<file path="src/rtl/uart_mmio_tx.sv">
// uart_mmio_tx: MMIO-fed UART transmitter, FIFO-buffered 8N1 framing, LSB first.
// Define UART_TX_PARITY_EN to insert an even-parity bit (8E1).
module uart_mmio_tx #(
  parameter int CLKS_PER_BIT = 868,
  parameter int FIFO_DEPTH   = 16
) (
  input  logic                          clk,
  input  logic                          Rst,
  input  logic                          mmio_wea,
  input  logic [31:0]                   mmio_dat,
  output logic                          tx,
  output logic                          mmio_read,
  output logic                          tx_busy,
  output logic [$clog2(FIFO_DEPTH):0]   fifo_count,
  output logic                          ovf,
  output logic                          tx_irq
);
  localparam int AW = $clog2(FIFO_DEPTH);
  localparam int BW = $clog2(CLKS_PER_BIT);
  localparam logic [BW-1:0] LAST = BW'(CLKS_PER_BIT - 1);
  localparam logic [AW:0] FULL = (AW+1)'(FIFO_DEPTH);
`ifdef UART_TX_PARITY_EN
  typedef enum logic [2:0] {S_IDLE, S_START, S_DATA, S_PARITY, S_STOP} state_t;
  localparam state_t S_AFTER_DATA = S_PARITY;
`else
  typedef enum logic [1:0] {S_IDLE, S_START, S_DATA, S_STOP} state_t;
  localparam state_t S_AFTER_DATA = S_STOP;
`endif
  state_t r_state, w_next;
  logic [7:0]    r_mem [FIFO_DEPTH];
  logic [AW-1:0] r_wp, r_rp;
  logic [AW:0]   r_count;
  logic [BW-1:0] r_baud;
  logic [2:0]    r_idx;
  logic [7:0]    r_shreg;
  logic          r_tx, r_ovf, r_irq;
  logic          w_tick, w_empty, w_pop, w_push, w_done, w_tx_d, w_unused;
  assign w_unused  = ^mmio_dat[31:8];
  assign w_tick    = r_baud == LAST;
  assign w_empty   = r_count == '0;
  // Pop either from idle or exactly at the end of a stop bit, so queued frames run back to back
  assign w_pop     = !w_empty && (r_state == S_IDLE || (r_state == S_STOP && w_tick));
  assign w_push    = mmio_wea && (r_count != FULL || w_pop);
  assign tx        = r_tx;
  assign tx_irq    = r_irq;
  assign ovf       = r_ovf;
  assign fifo_count = r_count;
  assign mmio_read = r_count != FULL;
  assign tx_busy   = r_state != S_IDLE || !w_empty;
  always_comb begin
    w_next = r_state;
    w_done = 1'b0;
    case (r_state)
      S_IDLE:   if (!w_empty) w_next = S_START;
      S_START:  if (w_tick) w_next = S_DATA;
      S_DATA:   if (w_tick && r_idx == 3'd7) w_next = S_AFTER_DATA;
`ifdef UART_TX_PARITY_EN
      S_PARITY: if (w_tick) w_next = S_STOP;
`endif
      S_STOP:   if (w_tick) begin
        w_next = w_empty ? S_IDLE : S_START;
        w_done = w_empty;
      end
      default:  w_next = S_IDLE;
    endcase
  end
`ifdef UART_TX_PARITY_EN
  assign w_tx_d = r_state == S_START ? 1'b0 : r_state == S_DATA ? r_shreg[r_idx] :
                  r_state == S_PARITY ? ^r_shreg : 1'b1;
`else
  assign w_tx_d = r_state == S_START ? 1'b0 : r_state == S_DATA ? r_shreg[r_idx] : 1'b1;
`endif
  always_ff @(posedge clk)
    if (w_push) r_mem[r_wp] <= mmio_dat[7:0];
  always_ff @(posedge clk) begin
    if (Rst) begin
      r_state <= S_IDLE;
      r_wp    <= '0;
      r_rp    <= '0;
      r_count <= '0;
      r_baud  <= '0;
      r_idx   <= '0;
      r_shreg <= '0;
      r_tx    <= 1'b1;
      r_ovf   <= 1'b0;
      r_irq   <= 1'b0;
    end else begin
      r_state <= w_next;
      r_tx    <= w_tx_d;
      r_irq   <= w_done;
      r_baud  <= (r_state == S_IDLE || w_tick) ? '0 : r_baud + BW'(1);
      if (w_tick) r_idx <= r_state == S_DATA ? r_idx + 3'd1 : 3'd0;
      if (w_pop) begin
        r_shreg <= r_mem[r_rp];
        r_rp    <= r_rp + AW'(1);
      end
      if (w_push) r_wp <= r_wp + AW'(1);
      r_count <= r_count + (AW+1)'(w_push) - (AW+1)'(w_pop);
      if (mmio_wea && !w_push) r_ovf <= 1'b1;
    end
  end
endmodule

</file>
<file path="config.mk">
export PLATFORM = sky130hd
export DESIGN_NAME = uart_mmio_tx
export DESIGN_NICKNAME = d
export VERILOG_FILES = /design/src/rtl/uart_mmio_tx.sv
export SDC_FILE = /design/constraint.sdc
export NUM_CORES = 1
export LEC_CHECK = 0
export CORE_AREA = 2 2 163 133
export CTS_CLUSTER_DIAMETER = 150
export CTS_CLUSTER_SIZE = 28
export DETAILED_ROUTE_END_ITERATION = 12
export DIE_AREA = 0 0 165 135
export HOLD_SLACK_MARGIN = 0.1
export PLACE_DENSITY = 0.57
export SLEW_MARGIN = 20
export SYNTH_ARGS = -nofsm -noshare
export SYNTH_HDL_FRONTEND = slang
export SYNTH_SLANG_ARGS = --single-unit
</file>
<file path="constraint.sdc">
create_clock -name clk -period 5.2 [get_ports clk]
set_clock_uncertainty 0.05 [all_clocks]
set_input_delay 1.3 -clock clk [delete_from_list [all_inputs] [get_ports clk]]
set_output_delay 1.3 -clock clk [all_outputs]
set_load 0.01 [all_outputs]
</file>
==> impl_metrics.csv <==
group,metric,value,unit
placed_design,post-place-ws,0.757,ns
cells_and_area,instances_no_fill,768,
worst_setup_path,startpoint_type,"primary input",
pwr,power.leakage,0.00264,uW
floorplan,core_area,20500,um^2
worst_setup_path,critPathKind,"in -> reg",
logic_synthesis,syn-num-nets,519,
sta,slew_headroom,29.7,%
cells_and_area,drive_above_1_share,16.6,%
drt,wl_per_cell,19.6,um
logic_synthesis,synth-simple-area-share,9.40,%
hold_path,holdCritPathClass,"reg -> reg",
logic_synthesis,synth-xor-area-share,1.36,%
worst_setup_path,r2r.worst_path.cells,13,
logic_synthesis,syn_area_per_cell,15.3,um^2
sta,grt_setup_unrepaired,"false",
floorplan,chipHeight,135,um
logic_synthesis,synth_mux_area_share,12.3,%
cells_and_area,final_cell_mix,"edfxtp_1, dfxtp_1, mux4_2, nor2_1",
placed_design,place_congestion,0.784,
cells_and_area,final_common_cell,"edfxtp_1",
drt,avgViaCountPerCell,5.26,
worst_setup_path,rr_startpoint,"r_baud[0]$_SDFF_PP0_",
pwr,p_per_area,470,nW/um^2
floorplan,io_pins,45,
drt,drc,0,
cts,cts_resized,0,
global_routing,grt_max_degree,29,
logic_synthesis,synthFlopType,"edfxtp_1",
placed_design,dp_hpwl,9590,um
drt,drtPass1Iterations,4,
global_routing,antenna_found_initial,0,
worst_setup_path,crit_required,5.50,ns
cells_and_area,n_antenna_cell,0,
floorplan,die_w,165,um
cells_and_area,final_area,8160,um^2
placed_design,place_inst,736,
floorplan,fp-row-count,47,
placed_design,placed_area,7540,um^2
drt,routed_wl,15100,um
logic_synthesis,ys_seq_elements,167,
worst_setup_path,end_kind,"register",
sta,min_period,4.06,ns
logic_synthesis,synthArstFlopShare,0,%
floorplan,die-area,22300,um^2
status,outcome,"completed",
logic_synthesis,synthAdderAreaFrac,3.64,%
logic_synthesis,yosysSeqAreaShare,65.3,%
logic_synthesis,synth_compound_area_share,5.59,%
sta,finalHoldViolCount,0,
pwr,peakVddDrop,0.000204,V
global_routing,grt_pass1_wl,23300,um
cells_and_area,fillerInstances,1855,
sta,finalCritPeriodShare,78.0,%
logic_synthesis,synth_area,7080,um^2
cts,clock-sinks,167,
sta,drv_slew,0,
cells_and_area,areaGrowthSynthToFinish,15.2,%
sta,fmax,247,MHz
cts,cts_buffer_depth,2,
hold_path,hold_depth,1,
worst_setup_path,r2r_slack,1.60,ns
logic_synthesis,synth_cell_type_count,56,
job,maxCapViolations,0,
global_routing,grt_use_total,14.5,%
hold_path,hold_path_end,"r_baud[0]$_SDFF_PP0_",
logic_synthesis,synth_top_family_by_area,"multiplexers",
sta,setup_viol,0,
drt,vias,4037,
logic_synthesis,yosysWarnings,0,
sta,fin_tns_setup,0,ns
placed_design,portBuffers,20,
cts,cts-buffers-inserted,17,
worst_setup_path,critPathArrivalTime,4.36,ns
cts,insertion_delay,0.43,ns
sta,tightest_slew,1.05,ns
cts,cts_setup_buffers,0,
sta,setup_ws,1.14,ns
cts,clkSlewWorstSetupHoldPaths,0.06,ns
cts,clockRootBuffer,"clkbuf_16",
logic_synthesis,synth_edf_count,128,
worst_setup_path,crit_fanout,14,
cts,htree_levels,4,
worst_setup_path,r2r_end,"fifo_count[4]$_SDFF_PP0_",
cts,cts_tree,"yes",
drt,drtIter0Drc,305,
drt,postRouteAntennaNets,0,
floorplan,initial_core_util,34.5,%
pwr,fin_total_pwr,3840,uW
global_routing,grt_pass1_vias,4003,
logic_synthesis,syn-instance-count,464,
cells_and_area,nets,541,
cts,cts_hold_buf,0,
hold_path,min_from,"r_baud[0]$_SDFF_PP0_",
global_routing,gr-total-overflow,0,
==> metal layers <==
layer | GRT usage [%] | vias to the layer above | wire length [um]
met2 | 21.9 | 109 | 6880
met3 | 3.87 | 11 | 918
li1 | - | 1848 | -
met5 | 0 | - | 0
met1 | 20.3 | 2069 | 7060
met4 | 4.88 | 0 | 208
==> final cells by class <==
| type | count | area [um^2] | share of cell area [%] |
|---|---|---|---|
| Sequential cell | 167 | 4630 | 56.8 |
| Multi-Input combinational cell | 261 | 2290 | 28.1 |
| Clock buffer | 18 | 429 | 5.26 |
| Tap cell | 269 | 337 | 4.13 |
| Timing Repair Buffer | 25 | 238 | 2.91 |
| Clock inverter | 14 | 183 | 2.24 |
| Inverter | 14 | 52.6 | 0.644 |
==> cells in the mapped netlist, types with 2 or more instances <==
library cell	count	area share, %
nor3_1	5	0.35
nor2b_1	10	0.88
a21oi_1	22	1.6
mux2i_1	22	3.1
buf_4	2	0.21
or2_2	6	0.53
clkbuf_1	10	0.53
dfxtp_1	39	11
a2bb2oi_1	5	0.62
xnor2_1	8	0.99
mux2_2	6	0.95
buf_6	2	0.32
mux4_2	26	8.3
and4_2	3	0.42
o211ai_1	4	0.42
ha_1	19	3.4
xor2_1	3	0.37
nor2_1	23	1.2
a311oi_1	8	0.99
a221oi_1	4	0.49
and3_1	11	0.97
nand4bb_1	3	0.48
nand3b_1	2	0.21
nand2_1	17	0.90
nor4_1	2	0.18
nand3_1	15	1.1
o21ai_0	7	0.49
inv_1	13	0.69
buf_2	7	0.49
o31ai_1	3	0.32
edfxtp_1	128	54
nand2b_1	4	0.35
or3_1	2	0.18
==> worst max path at each step <==
stage	endpoint	start
4_1_cts	tx_busy	fifo_count[3]$_SDFF_PP0_
3_3_place_gp	fifo_count[4]$_SDFF_PP0_	mmio_wea
3_5_place_dp	fifo_count[4]$_SDFF_PP0_	mmio_wea
6_report	fifo_count[4]$_SDFF_PP0_	mmio_wea
2_1_floorplan	fifo_count[4]$_SDFF_PP0_	mmio_wea
5_1_grt	fifo_count[4]$_SDFF_PP0_	mmio_wea
==> power by group <==
part	total, uW	switching [uW]	internal (uW)
clock network	1310	514	799
registers	1650	127	1520
logic	876	447	429
==> sequential cells by signal, indices dropped and copies added, names as in the netlist <==
register / count
r_wp: 4
r_shreg: 8
fifo_count: 5
r_state: 2
r_mem: 128
r_idx: 3
tx: 1
ovf: 1
r_rp: 4
tx_irq: 1
r_baud: 10
==> logic make-up (layout without fill, tap and decap cells) <==
family          after synthesis  after routing
mux                          54             54
fa+ha+maj                    20             20
xor+xnor                     11             11
buf+inv                      36             71
compound gates               59             59
flops                       167            167
simple gates                117            117
==> per-stage QoR <==
step | hold WS, ns | util, %
2_1_floorplan | 0.380 | -
3_3_place_gp | 0.392 | 36.7
3_5_place_dp | 0.420 | 36.7
4_1_cts | 0.434 | 39.7
5_1_grt | 0.457 | 39.7
6_report | 0.421 | 39.7
==> worst max-delay path: stages <==
cell and delay, ns:
clkdlybuf4s50_1 0.60, nand2_1 0.10, or4_4 0.44, nand2_2 0.19, inv_1 0.08, ha_1 0.28
inv_1 0.04, ha_1 0.20, fa_1 0.41, a21oi_1 0.17, nor2_1 0.07, or3_1 0.34
a21oi_1 0.14
No activity file was read; power rests on OpenSTA's default activity.
